$ cat config.mk
export PLATFORM = sky130hd
export DESIGN_NAME = popcount_seq
export DESIGN_NICKNAME = d
export VERILOG_FILES = /design/src/rtl/popcount_seq.sv
export SDC_FILE = /design/constraint.sdc
export NUM_CORES = 1
export LEC_CHECK = 0
export BUFFER_PORTS_ARGS = -buffer_cell sky130_fd_sc_hd__buf_2
export CORE_ASPECT_RATIO = 0.9
export CORE_MARGIN = 2
export CORE_UTILIZATION = 30
export CTS_BUF_LIST = sky130_fd_sc_hd__clkbuf_8
export DETAILED_ROUTE_END_ITERATION = 8
export PLACE_DENSITY = 0.47
export SYNTH_ARGS = -nofsm -noshare
export SYNTH_HDL_FRONTEND = slang
export SYNTH_SLANG_ARGS = --single-unit
export TNS_END_PERCENT = 100
$ cat constraint.sdc
create_clock -name clk_in -period 4.45 [get_ports clk_in]
set_input_delay 0.6675 -clock clk_in [delete_from_list [all_inputs] [get_ports clk_in]]
set_output_delay 0.6675 -clock clk_in [all_outputs]
set_load 0.05 [all_outputs]
$ cat src/rtl/popcount_seq.sv
// popcount_seq: counts the ones in each accepted word CHUNK_WIDTH bits per cycle and keeps a saturating running total.
// Ports: clk_in/rst_in (sync active-high reset); valid_in, number_in, accumulate_in accept a word when ready_out;
// clear_acc_in zeroes the total; count_out/count_valid_out report each finished word; total_out/total_overflow_out
// hold the saturating total and its sticky saturation flag.
module popcount_seq #(
    parameter int NUMBER_WIDTH = 32,
    parameter int CHUNK_WIDTH  = 8,
    parameter int COUNT_WIDTH  = $clog2(NUMBER_WIDTH + 1),
    parameter int ACC_WIDTH    = 16
) (
    input  logic                    clk_in,
    input  logic                    rst_in,
    input  logic                    valid_in,
    input  logic [NUMBER_WIDTH-1:0] number_in,
    input  logic                    accumulate_in,
    input  logic                    clear_acc_in,
    output logic                    ready_out,
    output logic [COUNT_WIDTH-1:0]  count_out,
    output logic                    count_valid_out,
    output logic [ACC_WIDTH-1:0]    total_out,
    output logic                    total_overflow_out
);
    localparam int N = NUMBER_WIDTH / CHUNK_WIDTH;
    localparam int IDX_WIDTH = N > 1 ? $clog2(N) : 1;
    localparam int SUM_WIDTH = ACC_WIDTH > COUNT_WIDTH ? ACC_WIDTH + 1 : COUNT_WIDTH + 1;
    localparam logic [IDX_WIDTH-1:0] LAST = IDX_WIDTH'(N - 1);
    localparam logic [SUM_WIDTH-1:0] SAT = {{(SUM_WIDTH - ACC_WIDTH){1'b0}}, {ACC_WIDTH{1'b1}}};
    typedef enum logic {IDLE, COUNT} state_t;
    state_t state, state_next;
    logic [NUMBER_WIDTH-1:0] shreg;
    logic [COUNT_WIDTH-1:0] partial, chunk_pc, partial_sum;
    logic [IDX_WIDTH-1:0] idx;
    logic acc_lat, accept, done;
    logic [SUM_WIDTH-1:0] sum;
    always_comb begin
        chunk_pc = '0;
        for (int i = 0; i < CHUNK_WIDTH; i++)
            chunk_pc = chunk_pc + COUNT_WIDTH'(shreg[i]);
    end
    always_comb begin
        ready_out   = state == IDLE;
        accept      = valid_in && ready_out;
        done        = state == COUNT && idx == LAST;
        partial_sum = partial + chunk_pc;
        // A clear on the completing edge restarts the total from this word's count.
        sum         = (clear_acc_in ? '0 : SUM_WIDTH'(total_out)) + SUM_WIDTH'(partial_sum);
        state_next  = accept ? COUNT : done ? IDLE : state;
    end
    always_ff @(posedge clk_in) begin
        if (rst_in) state <= IDLE;
        else        state <= state_next;
    end
    always_ff @(posedge clk_in) begin
        if (rst_in) begin
            shreg              <= '0;
            partial            <= '0;
            idx                <= '0;
            acc_lat            <= 1'b0;
            count_out          <= '0;
            count_valid_out    <= 1'b0;
            total_out          <= '0;
            total_overflow_out <= 1'b0;
        end else begin
            count_valid_out <= done;
            if (accept) begin
                shreg   <= number_in;
                acc_lat <= accumulate_in;
                partial <= '0;
                idx     <= '0;
            end else if (state == COUNT) begin
                partial <= partial_sum;
                shreg   <= shreg >> CHUNK_WIDTH;
                idx     <= idx + IDX_WIDTH'(1);
            end
            if (done) count_out <= partial_sum;
            if (done && acc_lat) begin
                total_out          <= sum > SAT ? {ACC_WIDTH{1'b1}} : sum[ACC_WIDTH-1:0];
                total_overflow_out <= sum > SAT || (!clear_acc_in && total_overflow_out);
            end else if (clear_acc_in) begin
                total_out          <= '0;
                total_overflow_out <= 1'b0;
            end
        end
    end
endmodule

== Word-level counts from Yosys, hierarchy flattened ==
Cells that the tools add are included.

* Order comparisons: 1
* Bitwise gates (word level): 1
* Equal/unequal tests: 1
* Reduce and logical (&&, ||, !) cells: 10
* Add/sub/neg operators: 10
* Mux-type cells: 10

{| class="wikitable"
|+ Operators by type and width
! cell !! count
|-
| $mux W16 || 4
|-
| $mux W32 || 2
|-
| $add A16 B6 Y17 || 1
|-
| $gt A17 B16 Y1 const B || 1
|-
| $add A6 B1 Y6 || 2
|-
| $add A5 B1 Y6 || 1
|-
| $add A6 B6 Y6 || 1
|-
| $reduce_bool A2 Y1 || 3
|-
| $add A4 B1 Y5 || 1
|-
| $add A3 B1 Y4 || 1
|-
| $logic_and A1 B1 Y1 || 4
|-
| $mux W1 || 4
|-
| $add A2 B1 Y3 || 1
|-
| $add A1 B1 Y2 || 1
|-
| $add A2 B1 Y2 const B || 1
|-
| $eq A2 B2 Y1 const B || 1
|-
| $reduce_or A2 Y1 || 1
|-
| $logic_not A1 Y1 || 1
|-
| $logic_or A1 B1 Y1 || 1
|-
| $not A1 Y1 || 1
|}

* Output and inout bits: 25
* Input bits: 37
* Register bits after elaboration: 66
* Logic and storage cells: 42

== Logic depth before layout (Yosys ltp) ==
Gate-level depths: netlist of the first run.

* Depth in word-level cells: 12
* Mapped depth: 18
* Mapped depth without buffers: 17

== Worst setup path after synthesis of the first run ==
OpenSTA, ideal clock, no wires.

* Kind: register to register
* Start: register shreg[0]
* End: register total_out[10]
* Setup slack: 0.214 ns
* Required time: 4.330 ns
* Setup time: 0.120 ns
* Data arrival time: 4.116 ns
* Stages on the path, launching flop included: 17
* Period minus slack after synthesis: 4.236 ns
* Buffers on the path: 0
* Path through: dfxtp_1 fa_1 inv_1 fa_1 fa_1 fa_1 inv_1 fa_1 a21o_1 a21oi_1 xnor2_1 ha_1 o21ai_1 o21ai_2 o211ai_1 o2111a_1 a211o_1

* Cells in the longest elaborated chain, start to end: 12

{| class="wikitable"
|+ Ends and longest elaborated chain
! what !! line !! source
|-
| start, declared || 30 || <nowiki>logic [NUMBER_WIDTH-1:0] shreg;</nowiki>
|-
| start signal, assigned || 66 || <nowiki>shreg <= number_in;</nowiki>
|-
| start signal, assigned || 72 || <nowiki>shreg <= shreg >> CHUNK_WIDTH;</nowiki>
|-
| $add A1 B1 Y2 (*) || 38 || <nowiki>chunk_pc = chunk_pc + COUNT_WIDTH'(shreg[i]);</nowiki>
|-
| $add A2 B1 Y3 (*) || 38 ||
|-
| $add A3 B1 Y4 (*) || 38 ||
|-
| $add A4 B1 Y5 (*) || 38 ||
|-
| $add A5 B1 Y6 (*) || 38 ||
|-
| $add A6 B1 Y6 (*) (2 in series) || 38 ||
|-
| $add A6 B6 Y6 (*) || 44 || <nowiki>partial_sum = partial + chunk_pc;</nowiki>
|-
| via partial_sum[4] || 31 || <nowiki>logic [COUNT_WIDTH-1:0] partial, chunk_pc, partial_sum;</nowiki>
|-
| $add A16 B6 Y17 (*) || 46 || <nowiki>sum = (clear_acc_in ? '0 : SUM_WIDTH'(total_out)) + SUM_WIDTH'(partial_sum);</nowiki>
|-
| $gt A17 B16 Y1 || 77 || <nowiki>total_out <= sum > SAT ? {ACC_WIDTH{1'b1}} : sum[ACC_WIDTH-1:0];</nowiki>
|-
| $mux W16 (*) || 77 ||
|-
| $mux W16 (*) || 76 || <nowiki>if (done && acc_lat) begin</nowiki>
|-
| end signal, assigned || 77 ||
|-
| end, declared || 20 || <nowiki>output logic [ACC_WIDTH-1:0] total_out,</nowiki>
|}

Mark *: on every way through the listed nets, which the timed path passes. The rest lies on a longest branch.
A chain may end at the register's enable or synchronous reset.

== Final worst setup path of the first run ==
* Start: register shreg[0]
* End: register total_out[5]

The elaborated chain is that of the path after synthesis.

==> results of run 1 <==
-- placed cells by master (no fill, tap or decap), types with 5 or more instances in the layout --
cell / instances
nor2_1: 76
dfxtp_1: 65
buf_2: 61
a21oi_1: 44
mux2i_1: 35
nand2_1: 21
inv_1: 16
buf_4: 14
ha_1: 12
nor2b_1: 9
xnor2_1: 9
nand3_1: 9
clkbuf_8: 9
and3_1: 6
nor3_1: 6
o21ai_0: 5
inv_6: 5
-- sequential cells by signal, indices dropped and copies added, names as in the netlist --
name / flops
count_valid_out: 1
state: 1
idx: 2
acc_lat: 1
partial: 6
total_overflow_out: 1
count_out: 6
total_out: 16
shreg: 32
-- final timing paths --
| path | to | slack (ns) | depth (start not counted) |
|---|---|---|---|
| setup / recovery | total_out[5]$_SDFFE_PP0P_ | 0.12 | 14 |
| hold / removal | count_out[4]$_SDFFE_PP0P_ | 0.46 | 2 |
| setup reg to reg | total_out[5]$_SDFFE_PP0P_ | 0.12 | 14 |
| hold reg to reg | count_out[4]$_SDFFE_PP0P_ | 0.46 | 2 |
-- final cells by class --
cell class | instances | area, µm²
clock inverters | 7 | 81.3
clock buffers | 9 | 124
well taps | 152 | 190
repair buffers | 75 | 410
fillers | 1178 | 6770
multi-input cells | 288 | 1940
flip-flops and latches | 66 | 1320
inverters | 17 | 63.8
-- per-stage QoR --
step / utilization / setup WS [ns] / hold slack, ns / total power [mW]
floorplan: - / 0.214 / 0.458 / 0.782
global placement: 0.354 / 0.0767 / 0.448 / 0.841
detailed placement: 0.354 / -0.000236 / 0.447 / 0.841
CTS: 0.373 / 0.00692 / 0.460 / 1.38
global route: 0.379 / -0.0716 / 0.480 / 1.45
finish: 0.379 / 0.118 / 0.458 / 1.36
-- worst register-to-register path: cells and delay by family (launching register included) --
family          cells  cell delay [ns]
buf+inv             3             0.29
fa+ha+maj           6             2.59
flops               1             0.33
compound gates      4             0.94
xor+xnor            1             0.08
-- what timing repair did --
| item | in CTS | in global routing |
|---|---|---|
| pin swaps | 1 | 5 |
| gates cloned | 0 | 0 |
| endpoints found under the setup margin | 1 | 17 |
| setup buffers | 1 | 4 |
| hold endpoints to repair | 0 | 0 |
| hold buffers | 0 | 0 |
| gates resized for setup | 0 | 8 |
-- layer usage --
| layer | wire length, µm | vias up | global-route usage |
|---|---|---|---|
| met3 | 285 | 5 | 0.0423 |
| met5 | 0 | - | 0 |
| met4 | 73 | 0 | 0.0383 |
| met2 | 3610 | 41 | 0.219 |
| met1 | 4180 | 1348 | 0.193 |
| li1 | - | 1481 | - |
-- cell families after synthesis --
logic type	count (synthesis)
compound gates	81
xor+xnor	10
fa+ha+maj	19
buf+inv	38
flops	66
mux	35
simple gates	143
-- report_power, final --
group | leakage (nW) | internal [mW] | switching [mW]
combinational | 1.26 | 0.0867 | 0.116
sequential | 0.538 | 0.614 | 0.0143
clock | 0.102 | 0.269 | 0.264
-- cell usage after synthesis, types with 3 or more instances --
| cell type | number | area (µm²) |
|---|---|---|
| nor3b_1 | 3 | 22.5 |
| dfxtp_1 | 66 | 1320 |
| nor3_1 | 6 | 30.0 |
| mux2i_1 | 35 | 350 |
| nand4_1 | 3 | 18.8 |
| xnor2_1 | 9 | 78.8 |
| buf_1 | 3 | 11.3 |
| nand3_1 | 9 | 45.0 |
| nand2_1 | 21 | 78.8 |
| fa_1 | 6 | 120 |
| a211oi_2 | 3 | 37.5 |
| o21ai_0 | 5 | 25.0 |
| inv_1 | 16 | 60.1 |
| buf_2 | 7 | 35.0 |
| clkbuf_1 | 10 | 37.5 |
| ha_1 | 13 | 163 |
| nor2b_1 | 9 | 56.3 |
| nor2_1 | 76 | 285 |
| o21ai_1 | 3 | 15.0 |
| and3_1 | 6 | 37.5 |
| a21oi_1 | 45 | 225 |
==> reports/qor.yml, run 1 <==
setup_path:
  endpoint_kind: "register"
  cp_top_family: "adder cells"
  crit_chain: "fa_1, inv_1, fa_1, fa_1, fa_2, inv_1, fa_2, buf_4, ha_1, a211oi_4, o21bai_1, a21oi_2, xnor2_1, a311o_1"
  critPathBufInv: 3
  crit_start: "shreg[0]$_SDFFE_PP0P_"
  critPathMostFrequentCell: "fa_1"
  start_kind: "register"
  worstPathArrival_ns: 4.56
  r2r_start: "shreg[0]$_SDFFE_PP0P_"
  crit_slowest_cell: "fa_1"
  critPathMaxFanout: 3
  path_class: "reg -> reg"
  crit_required_ns: 4.68
  max_stage_delay_ns: 0.53
layout:
  fin_nets: 513
  fin_cells: 614
  final_cell_area_mm2: 0.00413
  n_antenna_cell: 0
  drive_gt1_frac: 0.234
  syn2layout_area_growth_pct: 22.2
synth:
  synthSimpleGateAreaFrac: 0.194
  syn_area_per_cell_um2: 8.63
  seq_area_frac_synth: 0.391
  ys.flop_type: "dfxtp_1"
  synth-async-reset-ratio: 0
  synth_compound_gate_area_share: 0.156
  synthXorXnorAreaFrac: 0.0259
  ys_ff_latch: 66
  synth.net_count: 448
  syn_inst: 392
  ys_warn_count: 0
  synth_edf_count: 0
  synth_mux_area_frac: 0.104
  syn-cell-area_mm2: 0.00338
  synth_top_family_by_area: "simple AND/OR/NAND/NOR gates"
  yosysUniqueCellTypes: 51
  synth_adder_area_share: 0.0836
cts:
  clkSlewWorstSetupHoldPaths_ns: 0.08
  cts_root_buf: "clkbuf_8"
  h-tree-depth: 3
  numCtsBuffers: 9
  clock_latency_ns: 0.35
  cts_buffer_depth: 2
  cts_tree: "yes"
  cts_sinks: 66
timing:
  drv_slew: 0
  finalSetupTns_ns: 0
  setup_viol: 0
  grt_setup_unrepaired: "yes"
  fmax_ghz: 0.231
  fin_skew_ns: 0.00911
  fin_crit_sh: 0.974
  tightestPinTransition_ns: 0.662
  period_minus_slack_ns: 4.33
  finalHoldViolCount: 0
  relSlewSlack: 0.559
placed_design:
  dp.cells: 593
  routabilityCongestion: 0.790
  dpl_cell_area_mm2: 0.00386
  place.detailed.hpwl_um: 5660
  portBuffers: 61
run_status:
  status: "complete, no violations"
floorplan:
  num_rows: 36
  start_util: 0.310
  io_pins: 62
  coreArea_mm2: 0.0109
  die_area_mm2: 0.0121
  die_h_um: 105
  die_w_um: 116
global_route:
  antenna_found_initial: 0
  grt_overflow: 0
  grt_start_max_net_pins: 65
  grt_pass1_vias: 2797
  grt_pass1_wl_um: 13600
  grt_use_total: 0.142
routing:
  totalWireLength_um: 8150
  postRouteAntennaNets: 0
  vias_per_cell: 4.68
  drt_iter0_markers: 143
  routedWlPerCell_um: 13.3
  vias: 2875
  drc: 0
  drt_pass1_iterations: 6
power:
  power_density_mw_per_mm2: 330
  p_leak_nw: 1.90
  ir_worst_vdd_mv: 0.122
hold_path:
  min_from: "count_out[4]$_SDFFE_PP0P_"
  holdCritPathClass: "reg -> reg"
flow_run:
  cap_violations: 0
Power figures use the tool's default switching activity.
==> run 2: changes to the inputs <==
- REMOVE_ABC_BUFFERS: default -> 1
==> reports/qor.yml, run 2 (same netlist as run 1, synthesis figures left out) <==
run_status:
  status: "complete, no violations"  # unchanged
timing:
  finalHoldViolCount: 0  # unchanged
  fmax_ghz: 0.228  # was 0.231 GHz
  drv_slew: 0  # unchanged
  fin_crit_sh: 0.984  # was 0.974
  period_minus_slack_ns: 4.38  # was 4.33 ns
  grt_setup_unrepaired: "yes"  # unchanged
  relSlewSlack: 0.579  # was 0.559
  fin_ws_ns: 0.0695  # was 0.118 ns
  fin_skew_ns: 0.00851  # was 0.00911 ns
  setup_viol: 0  # unchanged
  hold_ws_ns: 0.458  # about the same
  tightestPinTransition_ns: 0.632  # was 0.662 ns
setup_path:
  start_kind: "register"  # unchanged
  crit_start: "shreg[1]$_SDFFE_PP0P_"  # was shreg[0]$_SDFFE_PP0P_
  critPathMaxFanout: 4  # was 3
  worstPathArrival_ns: 4.63  # was 4.56 ns
  r2r_start: "shreg[1]$_SDFFE_PP0P_"  # was shreg[0]$_SDFFE_PP0P_
  endpoint_kind: "register"  # unchanged
  crit_required_ns: 4.70  # was 4.68 ns
  path_class: "reg -> reg"  # unchanged
layout:
  layout.cells.most_common: "nor2_1"  # unchanged
  largest_reg_flops: 32  # unchanged
  fin_util: 0.399  # was 0.379
  mostFrequentLayoutCells: "nor2_1, dfxtp_1, buf_2"  # unchanged
  top_regs: "shreg: 32 flops, total_out: 16 flops"  # unchanged
  drive_gt1_frac: 0.301  # was 0.234
  fin_nets: 523  # was 513
  syn2layout_area_growth_pct: 28.4  # was 22.2%
  largest-register: "shreg"  # unchanged
  n_antenna_cell: 0  # unchanged
floorplan:
  io_pins: 62  # unchanged
  coreArea_mm2: 0.0109  # unchanged
  die_area_mm2: 0.0121  # unchanged
  num_rows: 36  # unchanged
  start_util: 0.310  # unchanged
  die_h_um: 105  # unchanged
  die_w_um: 116  # unchanged
routing:
  routedWlPerCell_um: 13.6  # was 13.3 µm
  drc: 0  # unchanged
  drt_iter0_markers: 115  # was 143
  vias_per_cell: 4.63  # was 4.68
  vias: 2890  # was 2875
  totalWireLength_um: 8500  # was 8150 µm
  postRouteAntennaNets: 0  # unchanged
  drt_pass1_iterations: 4  # was 6
power:
  power_density_mw_per_mm2: 302  # was 330 mW/mm²
  ir_worst_vdd_mv: 0.179  # was 0.122 mV
  p_total_mw: 1.31  # was 1.36 mW
  p_leak_nw: 1.97  # was 1.90 nW
global_route:
  grt_start_max_net_pins: 64  # was 65
  antenna_found_initial: 1  # was 0
  grt_use_total: 0.146  # was 0.142
  grt_overflow: 0  # unchanged
  grt_pass1_wl_um: 13800  # was 13600 µm
  grt_pass1_vias: 2754  # was 2797
flow_run:
  cap_violations: 0  # unchanged
cts:
  cts_tree: "yes"  # unchanged
  clkSlewWorstSetupHoldPaths_ns: 0.07  # was 0.08 ns
  numCtsBuffers: 9  # unchanged
  cts_sinks: 66  # unchanged
  cts_root_buf: "clkbuf_8"  # unchanged
  cts_buffer_depth: 2  # unchanged
  clock_latency_ns: 0.36  # was 0.35 ns
  h-tree-depth: 3  # unchanged
hold_path:
  holdCritPathClass: "reg -> reg"  # unchanged
  min_from: "count_out[1]$_SDFFE_PP0P_"  # was count_out[4]$_SDFFE_PP0P_
placed_design:
  place.detailed.hpwl_um: 5800  # was 5660 µm
  place_ws_ns: -0.0206  # was -0.000236 ns
  routabilityCongestion: 0.808  # was 0.790
  portBuffers: 61  # unchanged
[run 2: changes by cell type in the layout (fill, tap and decap cells not counted), sizes merged]
cell / delta
buf: +10
clkinv: +2
inv: -2
bufinv: -1
clkbuf: +1
[run 2: what timing repair did]
action,CTS,global route
setup buffers,1,10
resized for setup,1,43
hold buffers,0,0
pin swaps,2,30
endpoints found under the setup margin,2,16
[run 2: where the power goes]
group	leakage, nW	switching, mW	internal [mW]
Sequential	0.538	0.0127	0.615
Combinational	1.33	0.132	0.103
Clock	0.0951	0.238	0.213
Total	1.97	0.383	0.931
[run 2: path summary, 6_finish.rpt]
kind,end,slack (ns),cells after the start
max,total_out[10]$_SDFFE_PP0P_,0.07,16
min,count_out[1]$_SDFFE_PP0P_,0.46,2
max reg2reg,total_out[10]$_SDFFE_PP0P_,0.07,16
min reg2reg,count_out[1]$_SDFFE_PP0P_,0.46,2
[run 2: area by class of cell]
cell class              instances  area, µm²
inverters                      17       63.8
fillers                      1172       6560
clock inverters                 6       33.8
flip-flops and latches         66       1330
multi-input cells             288       2090
well taps                     152        190
clock buffers                  10        138
repair buffers                 85        500
[run 2: layer usage]
metal | GRT usage | vias up | wire (µm)
li1 | - | 1509 | -
met1 | 0.207 | 1318 | 4330
met2 | 0.202 | 51 | 3590
met3 | 0.0603 | 10 | 481
met4 | 0.0383 | 2 | 93
met5 | 0 | - | 11
[run 2: critical path, stage by stage, from the launching register on]
cell and delay (ns):
dfxtp_2 0.33, fa_1 0.54, inv_2 0.04, fa_1 0.49, fa_1 0.56, fa_2 0.22, inv_2 0.04, fa_2 0.36
a21o_1 0.17, a21oi_2 0.17, xnor2_2 0.12, ha_4 0.32, o21ai_4 0.07, o21ai_2 0.17, o211ai_1 0.17, o2111a_1 0.27
a211o_1 0.22
[run 2: per-stage QoR]
step	instances	instance area, µm²	TNS [ns]
after floorplan	371	3290	0
after global placement	597	3890	0
after detailed placement	597	3890	-0.0206
after CTS	614	4070	0
after global routing	624	4350	-0.576
final	624	4350	0
==> run 3: changes to the inputs <==
- PLACE_DENSITY: 0.47 -> 0.45
- clock period: 4.45 -> 5.06 ns (I/O delays scaled with it)
==> reports/qor.yml, run 3 (same netlist as run 1, synthesis figures left out) <==
run_status:
  status: "complete, no violations"  # unchanged
layout:
  n_antenna_cell: 0  # unchanged
  mostFrequentLayoutCells: "nor2_1, dfxtp_1, buf_2"  # unchanged
  fin_nets: 501  # was 523
  largest_reg_flops: 32  # unchanged
  largest-register: "shreg"  # unchanged
  syn2layout_area_growth_pct: 18.7  # was 28.4%
  fin_cells: 602  # was 624
  drive_gt1_frac: 0.191  # was 0.301
  layout.cells.most_common: "nor2_1"  # unchanged
  n_fill_cell: 1180  # was 1172
  top_regs: "shreg: 32 flops, total_out: 16 flops"  # unchanged
setup_path:
  worstPathArrival_ns: 4.88  # was 4.63 ns
  critPathMostFrequentCell: "fa_1"  # unchanged
  crit_chain: "fa_1, inv_1, fa_1, fa_1, fa_1, inv_1, fa_1, a21o_1, a21oi_1, xnor2_1, ha_1, o21ai_1, o21ai_2, o211a_4, nand3_1, a21oi_1"  # was fa_1, inv_2, fa_1, fa_1, fa_2, inv_2, fa_2, a21o_1, a21oi_2, xnor2_2, ha_4, o21ai_4, o21ai_2, o211ai_1, o2111a_1, a211o_1
  reg2regPathDepth: 16  # unchanged
  r2r_end: "total_out[2]$_SDFFE_PP0P_"  # was total_out[10]$_SDFFE_PP0P_
  crit_slowest_cell: "fa_1"  # unchanged
  critPathMaxFanout: 11  # was 4
  start_kind: "register"  # unchanged
  path_class: "reg -> reg"  # unchanged
  max_stage_delay_ns: 0.53  # was 0.56 ns
  cp_top_family: "adder cells"  # unchanged
  r2r_slack_ns: 0.45  # was 0.07 ns
  critPathBufInv: 2  # unchanged
  endpoint_kind: "register"  # unchanged
  crit_required_ns: 5.33  # was 4.70 ns
  r2r_start: "shreg[0]$_SDFFE_PP0P_"  # was shreg[1]$_SDFFE_PP0P_
cts:
  cts_buffer_depth: 2  # unchanged
  cts_root_buf: "clkbuf_8"  # unchanged
  cts_setup_buffers: 0  # was 1
  clkSlewWorstSetupHoldPaths_ns: 0.07  # about the same
  clock_latency_ns: 0.34  # was 0.36 ns
  h-tree-depth: 3  # unchanged
  cts_sinks: 66  # unchanged
  cts_tree: "yes"  # unchanged
  cts_hold_buf: 0  # unchanged
  numCtsBuffers: 9  # unchanged
  postCtsResizedCells: 0  # was 1
hold_path:
  hold_end: "count_out[1]$_SDFFE_PP0P_"  # unchanged
  holdCritPathClass: "reg -> reg"  # unchanged
  min_from: "count_out[1]$_SDFFE_PP0P_"  # unchanged
  hold_path_depth: 2  # unchanged
global_route:
  grt_start_max_net_pins: 64  # unchanged
  grt_use_met1: 0.199  # was 0.207
  grt_pass1_vias: 2662  # was 2754
  grt_overflow: 0  # unchanged
  use_met2: 0.204  # was 0.202
  grt_use_total: 0.141  # was 0.146
  met3_usage: 0.0429  # was 0.0603
  antenna_found_initial: 0  # was 1
  busiest_layer: "met2"  # was met1
  grt_pass1_wl_um: 13500  # was 13800 µm
power:
  p_leak_nw: 1.86  # was 1.97 nW
  combPwrFrac: 0.142  # was 0.179
  power_density_mw_per_mm2: 302  # about the same
  intPower_uw: 893  # was 931 µW
  power_frac_clock: 0.402  # was 0.343
  p_switching_uw: 318  # was 383 µW
  ir_worst_vdd_mv: 0.125  # was 0.179 mV
  p_sw_frac: 0.263  # was 0.292
  seqPwrFrac: 0.456  # was 0.477
floorplan:
  die_area_mm2: 0.0121  # unchanged
  coreArea_mm2: 0.0109  # unchanged
  die_w_um: 116  # unchanged
  num_rows: 36  # unchanged
  io_pins: 62  # unchanged
  start_util: 0.310  # unchanged
  die_h_um: 105  # unchanged
timing:
  period_minus_slack_ns: 4.61  # was 4.38 ns
  finalSetupTns_ns: 0  # unchanged
  fin_crit_sh: 0.911  # was 0.984
  relSlewSlack: 0.261  # was 0.579
  finalHoldViolCount: 0  # unchanged
  fmax_ghz: 0.217  # was 0.228 GHz
  tightestPinTransition_ns: 1.11  # was 0.632 ns
  fin_ws_ns: 0.452  # was 0.0695 ns
  grt_setup_unrepaired: "no"  # was yes
  fin_skew_ns: 0.0104  # was 0.00851 ns
  drv_slew: 0  # unchanged
  setup_viol: 0  # unchanged
routing:
  routedWlPerCell_um: 13.4  # was 13.6 µm
  totalWireLength_um: 8060  # was 8500 µm
  drt_iter0_markers: 114  # was 115
  drc: 0  # unchanged
  vias: 2789  # was 2890
  postRouteAntennaNets: 0  # unchanged
  vias_per_cell: 4.63  # about the same
  drt_pass1_iterations: 4  # unchanged
placed_design:
  place_ws_ns: 0.471  # was -0.0206 ns
  routabilityCongestion: 0.802  # was 0.808
  portBuffers: 61  # unchanged
  place.detailed.hpwl_um: 5600  # was 5800 µm
  dp.cells: 586  # was 597
flow_run:
  cap_violations: 0  # unchanged
==> run 3: changes by cell type in the layout (fill, tap and decap cells not counted), sizes merged <==
| cell | delta |
|---|---|
| inv | +1 |
| bufinv | +2 |
| buf | -22 |
| clkinvlp | -1 |
| clkinv | -2 |
==> run 3: layout make-up <==
cell class	instances	area, µm²	share of cell area
Sequential cell	66	1320	0.329
Clock buffer	10	138	0.0343
Multi-Input combinational cell	288	1910	0.475
Tap cell	152	190	0.0474
Timing Repair Buffer	63	320	0.0798
Inverter	17	63.8	0.0159
Clock inverter	6	75.1	0.0187
==> run 3: worst max path at each step <==
stage / from / to / slack, ns / cells after the start
after floorplan: shreg[0]$_SDFFE_PP0P_ / total_out[6]$_SDFFE_PP0P_ / 0.82 / 13
after global placement: shreg[0]$_SDFFE_PP0P_ / total_out[6]$_SDFFE_PP0P_ / 0.56 / 13
after detailed placement: shreg[0]$_SDFFE_PP0P_ / total_out[11]$_SDFFE_PP0P_ / 0.47 / 16
after CTS: shreg[0]$_SDFFE_PP0P_ / total_out[2]$_SDFFE_PP0P_ / 0.45 / 16
after global routing: shreg[0]$_SDFFE_PP0P_ / total_out[3]$_SDFFE_PP0P_ / 0.003 / 16
final: shreg[0]$_SDFFE_PP0P_ / total_out[2]$_SDFFE_PP0P_ / 0.45 / 16
==> run 3: per-layer routing <==
layer | share of wire | vias up
li1 | - | 1464
met1 | 0.52 | 1266
met2 | 0.42 | 50
met3 | 0.050 | 9
met4 | 0.012 | 0
met5 | 0 | -
==> run 3: power by group through the flow <==
stage / Combinational, mW / Sequential [mW] / Clock, mW
6_report: 0.172 / 0.552 / 0.487
2_1_floorplan: 0.103 / 0.568 / 0
3_5_place_dp: 0.176 / 0.564 / 0
4_1_cts: 0.177 / 0.552 / 0.507
3_3_place_gp: 0.172 / 0.563 / 0
5_1_grt: 0.200 / 0.554 / 0.523
==> run 3: worst register-to-register path, cell delays in order (launching register included) <==
cell and delay (ns):
dfxtp_1 0.33, fa_1 0.53, inv_1 0.05, fa_1 0.45
fa_1 0.51, fa_1 0.19, inv_1 0.06, fa_1 0.39
a21o_1 0.19, a21oi_1 0.18, xnor2_1 0.15, ha_1 0.40
o21ai_1 0.14, o21ai_2 0.18, o211a_4 0.22, nand3_1 0.34
a21oi_1 0.24
==> run 3: per-stage QoR <==
| stage | hold WS (ns) | cell area (µm²) | util | power, mW |
|---|---|---|---|---|
| global route | 0.478 | 4020 | 0.368 | 1.28 |
| detailed placement | 0.448 | 3800 | 0.349 | 0.740 |
| finish | 0.453 | 4020 | 0.368 | 1.21 |
| floorplan | 0.458 | 3290 | - | 0.672 |
| global placement | 0.443 | 3800 | 0.349 | 0.736 |
| CTS | 0.458 | 4020 | 0.368 | 1.24 |
